[src/rtl/ps2_command_tx.sv]
// Host-to-device PS/2 transmitter: inhibit, request-to-send, 8 data bits,
// odd parity, stop, then checks the device acknowledge.
module ps2_command_tx #(
  parameter int INHIBIT_CYCLES = 5000,
  parameter int TIMEOUT_CYCLES = 750000
) (
  input  logic       clock,
  input  logic       reset,
  input  logic [7:0] tx_data,
  input  logic       tx_valid,
  output logic       tx_ready,
  output logic       tx_done,
  output logic       tx_error,
  input  logic       ps2_clk_in,
  input  logic       ps2_dat_in,
  output logic       ps2_clk_oe,
  output logic       ps2_dat_oe
);

  localparam int CW = $clog2(TIMEOUT_CYCLES + 1);
  localparam int IW = $clog2(INHIBIT_CYCLES + 1);

  typedef enum logic [2:0] {
    IDLE, INHIBIT, RTS, DATA, STOP, ACK, WAIT_IDLE
  } state_t;

  state_t        state, state_n;
  logic          clk_s1, clk_s2, clk_prev;
  logic          dat_s1, dat_s2;
  logic          fall;
  logic [7:0]    shift, shift_n;
  logic          parity, parity_n;
  logic [3:0]    idx, idx_n;
  logic [IW-1:0] icnt, icnt_n;
  logic [CW-1:0] tcnt, tcnt_n;
  logic          clk_oe, clk_oe_n;
  logic          dat_oe, dat_oe_n;
  logic          done, done_n;
  logic          err, err_n;

  assign tx_ready   = (state == IDLE) & ~done & ~err;
  assign tx_done    = done;
  assign tx_error   = err;
  assign ps2_clk_oe = clk_oe;
  assign ps2_dat_oe = dat_oe;

  // two-flop synchronizers plus a registered falling-edge strobe
  always_ff @(posedge clock) begin
    if (reset) begin
      clk_s1   <= 1'b1;
      clk_s2   <= 1'b1;
      clk_prev <= 1'b1;
      dat_s1   <= 1'b1;
      dat_s2   <= 1'b1;
      fall     <= 1'b0;
    end else begin
      clk_s1   <= ps2_clk_in;
      clk_s2   <= clk_s1;
      clk_prev <= clk_s2;
      dat_s1   <= ps2_dat_in;
      dat_s2   <= dat_s1;
      fall     <= clk_prev & ~clk_s2;
    end
  end

  // state, datapath and registered line/pulse outputs
  always_ff @(posedge clock) begin
    if (reset) begin
      state  <= IDLE;
      shift  <= '0;
      parity <= 1'b0;
      idx    <= '0;
      icnt   <= '0;
      tcnt   <= '0;
      clk_oe <= 1'b0;
      dat_oe <= 1'b0;
      done   <= 1'b0;
      err    <= 1'b0;
    end else begin
      state  <= state_n;
      shift  <= shift_n;
      parity <= parity_n;
      idx    <= idx_n;
      icnt   <= icnt_n;
      tcnt   <= tcnt_n;
      clk_oe <= clk_oe_n;
      dat_oe <= dat_oe_n;
      done   <= done_n;
      err    <= err_n;
    end
  end

  // next-state logic; the timeout check overrides any same-cycle fall
  always_comb begin
    state_n  = state;
    shift_n  = shift;
    parity_n = parity;
    idx_n    = idx;
    icnt_n   = icnt;
    tcnt_n   = tcnt;
    clk_oe_n = clk_oe;
    dat_oe_n = dat_oe;
    done_n   = 1'b0;
    err_n    = 1'b0;
    if (state == IDLE) begin
      tcnt_n   = '0;
      icnt_n   = '0;
      clk_oe_n = 1'b0;
      dat_oe_n = 1'b0;
      if (tx_valid && tx_ready) begin
        shift_n  = tx_data;
        parity_n = ~^tx_data;
        idx_n    = '0;
        clk_oe_n = 1'b1;
        state_n  = INHIBIT;
      end
    end else if (tcnt == CW'(TIMEOUT_CYCLES - 1)) begin
      clk_oe_n = 1'b0;
      dat_oe_n = 1'b0;
      err_n    = 1'b1;
      state_n  = IDLE;
    end else begin
      tcnt_n = tcnt + 1'b1;
      unique case (state)
        INHIBIT: begin
          if (icnt == IW'(INHIBIT_CYCLES - 1)) begin
            clk_oe_n = 1'b0;
            dat_oe_n = 1'b1;
            state_n  = RTS;
          end else begin
            icnt_n = icnt + 1'b1;
          end
        end
        RTS: begin
          if (fall) begin
            dat_oe_n = ~shift[0];
            shift_n  = {1'b0, shift[7:1]};
            idx_n    = 4'd1;
            state_n  = DATA;
          end
        end
        DATA: begin
          if (fall) begin
            if (idx == 4'd8) begin
              dat_oe_n = ~parity;
              state_n  = STOP;
            end else begin
              dat_oe_n = ~shift[0];
              shift_n  = {1'b0, shift[7:1]};
              idx_n    = idx + 1'b1;
            end
          end
        end
        STOP: begin
          if (fall) begin
            dat_oe_n = 1'b0;
            state_n  = ACK;
          end
        end
        ACK: begin
          if (fall) begin
            if (dat_s2) begin
              err_n   = 1'b1;
              state_n = IDLE;
            end else begin
              state_n = WAIT_IDLE;
            end
          end
        end
        WAIT_IDLE: begin
          if (clk_s2 && dat_s2) begin
            done_n  = 1'b1;
            state_n = IDLE;
          end
        end
        default: state_n = IDLE;
      endcase
    end
  end

endmodule
[config.mk]
export PLATFORM = sky130hd
export DESIGN_NAME = ps2_command_tx
export DESIGN_NICKNAME = d
export VERILOG_FILES = /design/src/rtl/ps2_command_tx.sv
export SDC_FILE = /design/constraint.sdc
export NUM_CORES = 1
export LEC_CHECK = 0
export CAP_MARGIN = 20
export CORE_ASPECT_RATIO = 1.75
export CORE_MARGIN = 2
export CORE_UTILIZATION = 40
export CTS_BUF_LIST = sky130_fd_sc_hd__clkbuf_16
export DETAILED_ROUTE_END_ITERATION = 10
export GPL_TIMING_DRIVEN = 0
export MAX_ROUTING_LAYER = met4
export PLACE_DENSITY = 0.53
export SLEW_MARGIN = 20
export SYNTH_ARGS = -nofsm -noshare
export SYNTH_HDL_FRONTEND = slang
export SYNTH_SLANG_ARGS = --single-unit
[constraint.sdc]
create_clock -name clock -period 2.25 [get_ports clock]
set_clock_uncertainty 0.05 [all_clocks]
set_input_delay 0.45 -clock clock [delete_from_list [all_inputs] [get_ports clock]]
set_output_delay 0.45 -clock clock [all_outputs]
set_load 0.01 [all_outputs]
==> results.sh, run 1 <==
export IMPL_period_share=0.953
export IMPL_clkSinkCount=59
export IMPL_grt_pass1_vias=2730
export IMPL_synth_fp_nets=372
export IMPL_period_needed_ps=2140
export IMPL_drive_gt1_frac=0.146
export IMPL_vias=2611
export IMPL_worst_slew_pin_slew_ps=578
export IMPL_portBuffers=17
export IMPL_synth_area_leaders="dfxtp_1 (37%), xnor2_1 (8.6%), nor2_1 (5.1%), clkbuf_8 (3.9%), mux2i_1 (3.8%)"
export IMPL_ys_ff_latch=59
export IMPL_final_cell_mix="dfxtp_1 (58), nor2_1 (42), xnor2_1 (31)"
export IMPL_layout_commonest_cell="dfxtp_1"
export IMPL_relSlewSlack=0.614
export IMPL_max_freq_mhz=467
export IMPL_final_setup_viol_count=0
export IMPL_rsz0062_at_grt="false"
export IMPL_place_inst=460
export IMPL_antenna_found_initial=0
export IMPL_cts_buffer_depth=2
export IMPL_synth_top_area_frac=0.374
export IMPL_num_io_pins=18
export IMPL_synthArstFlopShare=0
export IMPL_syn_inst=355
export IMPL_avgSynthCellArea_um2=8.89
export IMPL_ys_types=55
export IMPL_die_width_um=71.1
export IMPL_ys_seq_area_frac=0.374
export IMPL_num_fill_cells=755
export IMPL_grt_first_pass_wirelength_um=12900
export IMPL_crit_chain="or4_4, or3_4, a2111oi_4, o211ai_1, a21oi_1"
export IMPL_synth_ff_type="dfxtp_1"
export IMPL_clockPowerShare=0.469
export IMPL_fp_coreArea_mm2=0.00762
export IMPL_drtAntennaViolNets=0
export IMPL_crit_type="flop to flop"
export IMPL_power_density_mw_per_mm2=814
export IMPL_slowest_delay_ps=550
export IMPL_p_switching_uw=814
export IMPL_final_area_mm2=0.00383
export IMPL_slew_violations=0
export IMPL_first_pass_iters=5
export IMPL_detail_route_wl_per_cell_um=15.9
export IMPL_grt_max_degree=12
export IMPL_outcome="finished clean"
export IMPL_dpl_cell_area_mm2=0.00343
export IMPL_share_seq_of_total_power=0.362
export IMPL_area_growth_pct=21.4
export IMPL_drc=0
export IMPL_grt_overflow=0
export IMPL_cts_buffers=9
export IMPL_dp_final_hpwl_um=5580
export IMPL_synth_edf_count=0
export IMPL_floorplan_initialDensity=0.414
export IMPL_hold_class="flop to flop"
export IMPL_p_int_mw=2.30
export IMPL_max_cap_violations=0
export IMPL_cp_slowest_cell="or4_4"
export IMPL_swShare=0.261
export IMPL_syn_area_mm2=0.00315
export IMPL_peakVddDrop_mv=0.455
export IMPL_gp_congestion=0.852
export IMPL_combPwrFrac=0.169
export IMPL_detail_route_vias_per_cell=5.45
export IMPL_drt_total_wl_um=7600
export IMPL_cts_tree="done"
export IMPL_fin_nets=403
export IMPL_fin_tns_setup_ps=0
export IMPL_fp_dieH_um=121
export IMPL_dieArea_mm2=0.00864
export IMPL_cp_start_kind="flop"
export IMPL_regArea_mm2=0.00118
export IMPL_cp_max_fo=6
export IMPL_antennaDiodeCount=0
export IMPL_required_ps=2460
export IMPL_finish_cell_count_without_fillers=479
export IMPL_cts_root_buf="clkbuf_16"
export IMPL_p_leak_nw=1.35
export IMPL_path_clk_slew_ps=50
export IMPL_h_tree_depth=3
export IMPL_drt_iter0_markers=105
export IMPL_multiInputGateArea_mm2=0.00180
export IMPL_insertion_delay_ps=340
export IMPL_whs_ps=355
export IMPL_num_rows=42
export IMPL_endpoint_kind="flop"
export IMPL_yosys_warnings=0
export IMPL_grtUsageTotal=0.200
export IMPL_arrival_ps=2350
export IMPL_finalHoldViolations=0
export IMPL_cts_hold_buf=0
export IMPL_synth_top_area_cell="dfxtp_1"
==> per-layer routing <==
metal | vias up | global-route usage | wire length (um)
li1 | 1330 | - | -
met1 | 1226 | 0.196 | 2990
met2 | 33 | 0.355 | 4150
met3 | 22 | 0.0365 | 168
met4 | 0 | 0.126 | 290
met5 | - | - | 0
==> worst paths after layout <==
path	start	to	slack, ps	cells past startpoint
min reg2reg	dat_s1	dat_s2	360	1
max reg2reg	icnt[11]	state[1]	110	5
max	icnt[11]	state[1]	110	5
min	dat_s1	dat_s2	360	1
==> power groups by stage <==
stage	Sequential [mW]	Clock (mW)	Combinational [mW]
6_report	1.13	1.46	0.527
3_3_place_gp	1.15	0	0.495
3_5_place_dp	1.15	0	0.501
4_1_cts	1.13	1.49	0.529
5_1_grt	1.13	1.54	0.581
2_1_floorplan	1.14	0	0.359
==> Yosys cell counts, drive strengths merged (2+ instances only) <==
library cell	number
nand3	16
nand3b	4
nor2	43
ha	4
and4	3
a21oi	18
dfxtp	59
nand4	8
inv	11
buf	2
o211ai	9
nand2	24
and3	7
a2111oi	10
a211oi	2
o21ai	7
nand4b	2
nor3	8
o211a	7
clkbuf	19
xnor2	31
nor4b	2
or2	7
xor2	5
a31oi	3
and2	4
nand2b	2
or3	6
mux2i	12
a21o	3
o221ai	2
==> kinds of logic after synthesis <==
group	Yosys count	share of synthesized area
simple gates	143	0.240
compound gates	68	0.161
flops	59	0.374
xor+xnor	36	0.100
buf+inv	33	0.0706
mux	12	0.0381
fa+ha+maj	4	0.0159
==> timing repair <==
action	CTS	global route
buffers inserted	2	1
endpoints found under the setup margin	24	28
pin swaps	1	4
resized for setup	9	14
==> metrics by stage <==
stage	utilization	worst slack, ps	power (mW)
2_1_floorplan	-	191	1.50
3_3_place_gp	0.451	-375	1.64
3_5_place_dp	0.451	-371	1.65
4_1_cts	0.498	16.5	3.15
5_1_grt	0.503	1.01	3.25
6_report	0.503	107	3.12
==> critical path, delay by kind of cell, from the launching register on <==
family,cells,cell delay [ps]
flip-flops,1,330
AO/OA/AOI/OAI,3,730
AND/OR/NAND/NOR,2,970
==> registers in the layout, indices dropped and copies added (netlist names) <==
register / cells
tx_error: 1
tx_done: 1
parity: 1
ps2_dat_oe: 1
dat_s1: 1
state: 3
clk_s2: 1
ps2_clk_oe: 1
tcnt: 20
clk_prev: 1
dat_s2: 1
fall: 1
clk_s1: 1
shift: 8
idx: 4
icnt: 13
==> area by class of cell <==
cell class	instances	share of cell area
multi-input combinational	263	0.469
sequential	59	0.309
clock buffer	9	0.0588
timing repair buffer	20	0.0500
buffer	21	0.0487
tap	88	0.0287
clock inverter	7	0.0242
inverter	12	0.0118
No activity file was read; power rests on OpenSTA's default activity.
==> inputs of run 2 (changes only) <==
==> constraint.sdc (replaced) <==
create_clock -name clock -period 2.25 [get_ports clock]
set_clock_uncertainty 0.05 [all_clocks]
set_input_delay 0.45 -clock clock [delete_from_list [all_inputs] [get_ports clock]]
set_output_delay 0.45 -clock clock [all_outputs]
set_load 0.1 [all_outputs]
==> results.sh, run 2 (synthesis gave the netlist of run 1 again) <==
export IMPL_outcome="finished clean"
export IMPL_vias=2648
export IMPL_finalPower_mw=2.91
export IMPL_worst_slew_pin_slew_ps=956
export IMPL_die_width_um=71.1
export IMPL_rsz0062_at_grt="true"
export IMPL_dp_final_hpwl_um=5510
export IMPL_final_setup_viol_count=0
export IMPL_h_tree_depth=3
export IMPL_largest_reg_flops=20
export IMPL_hold_class="flop to flop"
export IMPL_cp_start_kind="flop"
export IMPL_r2r_end="state[1]"
export IMPL_cts_buffer_depth=2
export IMPL_final_cell_mix="dfxtp_1 (59), nor2_1 (42), xnor2_1 (31)"
export IMPL_detail_route_wl_per_cell_um=15.5
export IMPL_grt_pass1_vias=2649
export IMPL_num_rows=42
export IMPL_whs_ps=352
export IMPL_regMostFlops="tcnt"
export IMPL_p_leak_nw=1.36
export IMPL_required_ps=2460
export IMPL_slew_violations=0
export IMPL_drc=0
export IMPL_grt_overflow=0
export IMPL_cp_slowest_cell="or4_4"
export IMPL_cts_root_buf="clkbuf_16"
export IMPL_layout_commonest_cell="dfxtp_1"
export IMPL_gp_congestion=0.857
export IMPL_cts_hold_buf=0
export IMPL_hold_depth=1
export IMPL_p_switching_uw=833
export IMPL_max_cap_violations=0
export IMPL_finalHoldViolations=0
export IMPL_p_int_mw=2.08
export IMPL_path_clk_slew_ps=50
export IMPL_dpl_cell_area_mm2=0.00344
export IMPL_drive_gt1_frac=0.145
export IMPL_combPwrFrac=0.203
export IMPL_slowest_delay_ps=550
export IMPL_r2r_slack_ps=100
export IMPL_hold_end="dat_s2"
export IMPL_r2r_cells=5
export IMPL_grtUsageTotal=0.194
export IMPL_area_growth_pct=20.1
export IMPL_fin_nets=405
export IMPL_final_area_mm2=0.00379
export IMPL_grt_first_pass_wirelength_um=12600
export IMPL_first_pass_iters=6
export IMPL_dieArea_mm2=0.00864
export IMPL_power_density_mw_per_mm2=768
export IMPL_swShare=0.286
export IMPL_fin_tns_setup_ps=0
export IMPL_drtAntennaViolNets=0
export IMPL_detail_route_vias_per_cell=5.51
export IMPL_r2r_start="icnt[3]"
export IMPL_largestRegisters="tcnt: 20 flops, icnt: 13 flops, shift: 8 flops"
export IMPL_period_needed_ps=2150
export IMPL_met3_length_um=182
export IMPL_holdCritStartpoint="dat_s1"
export IMPL_antenna_found_initial=0
export IMPL_clkSinkCount=59
export IMPL_portBuffers=17
export IMPL_drt_total_wl_um=7480
export IMPL_max_freq_mhz=465
export IMPL_cts_buffers=9
export IMPL_crit_chain="or4_4, or3_4, a2111oi_4, o211ai_1, a21oi_1"
export IMPL_insertion_delay_ps=330
export IMPL_relSlewSlack=0.366
export IMPL_peakVddDrop_mv=0.419
export IMPL_arrival_ps=2360
export IMPL_num_io_pins=18
export IMPL_antennaDiodeCount=0
export IMPL_cp_max_fo=6
export IMPL_cts_tree="done"
export IMPL_share_seq_of_total_power=0.387
export IMPL_met1_length_um=3000
export IMPL_period_share=0.955
export IMPL_crit_type="flop to flop"
export IMPL_dr_wl_met2_um=4050
export IMPL_fp_coreArea_mm2=0.00762
export IMPL_endpoint_kind="flop"
export IMPL_grt_max_degree=11
export IMPL_final_util=0.497
export IMPL_top_layer="met4"
export IMPL_num_fill_cells=750
export IMPL_drt_iter0_markers=124
export IMPL_fp_dieH_um=121
export IMPL_clockPowerShare=0.410
export IMPL_floorplan_initialDensity=0.414
## run 2: changes by cell type in the layout (fill, tap and decap cells not counted), sizes merged
| cell | previous run | this run |
|---|---|---|
| clkdlybuf4s50 | 16 | 12 |
| clkinv | 3 | 7 |
| buf | 5 | 8 |
| dlygate4sd2 | 1 | 4 |
| bufinv | 2 | 0 |
| clkinvlp | 3 | 1 |
## run 2: how the worst max path moves through the flow
stage | from | end | slack, ps | cells after the start
2_1_floorplan | state[2] | idx[1] | 80 | 7
3_3_place_gp | state[2] | tx_ready | -730 | 5
3_5_place_dp | state[2] | tx_ready | -740 | 5
4_1_cts | icnt[3] | icnt[9] | 6 | 6
5_1_grt | tcnt[0] | icnt[12] | -6 | 7
6_report | icnt[3] | state[1] | 100 | 5
## run 2: area by class of cell
type / count / area [um2] / share of cell area
multi-input combinational: 263 / 1800 / 0.475
sequential: 59 / 1180 / 0.312
inverter: 12 / 45.0 / 0.0119
clock inverter: 7 / 35.0 / 0.00925
buffer: 21 / 185 / 0.0489
tap: 88 / 110 / 0.0291
clock buffer: 9 / 225 / 0.0594
timing repair buffer: 22 / 208 / 0.0548
## run 2: routing by layer
layer,vias up,track usage
met5,-,-
met4,0,0.0955
met3,17,0.0457
met2,31,0.353
met1,1266,0.189
li1,1334,-
## run 2: power groups by stage
stage          registers, mW  logic, mW  clock network, mW
2_1_floorplan           1.16      0.401                  0
3_3_place_gp            1.15      0.553                  0
3_5_place_dp            1.15      0.557                  0
4_1_cts                 1.13      0.577               1.23
5_1_grt                 1.13      0.640               1.27
6_report                1.13      0.591               1.19
## run 2: critical path: cells and delay by family (launching register included)
kind	cells	cell delay, ps
DFF	1	350
and+or+nand+nor	2	970
AOI/OAI and AO/OA	3	710
## run 2: repair_timing
item                       4_1_cts  5_1_grt
pin swaps                        1        5
setup endpoints to repair       28       26
gates resized for setup         19       11
buffers inserted                 0        5
## run 2: metrics by stage
step,std cells,setup WS (ps)
after global routing,481,-5.90
final,481,101
after global placement,460,-733
after CTS,476,5.82
after floorplan,355,77.1
after detailed placement,460,-740
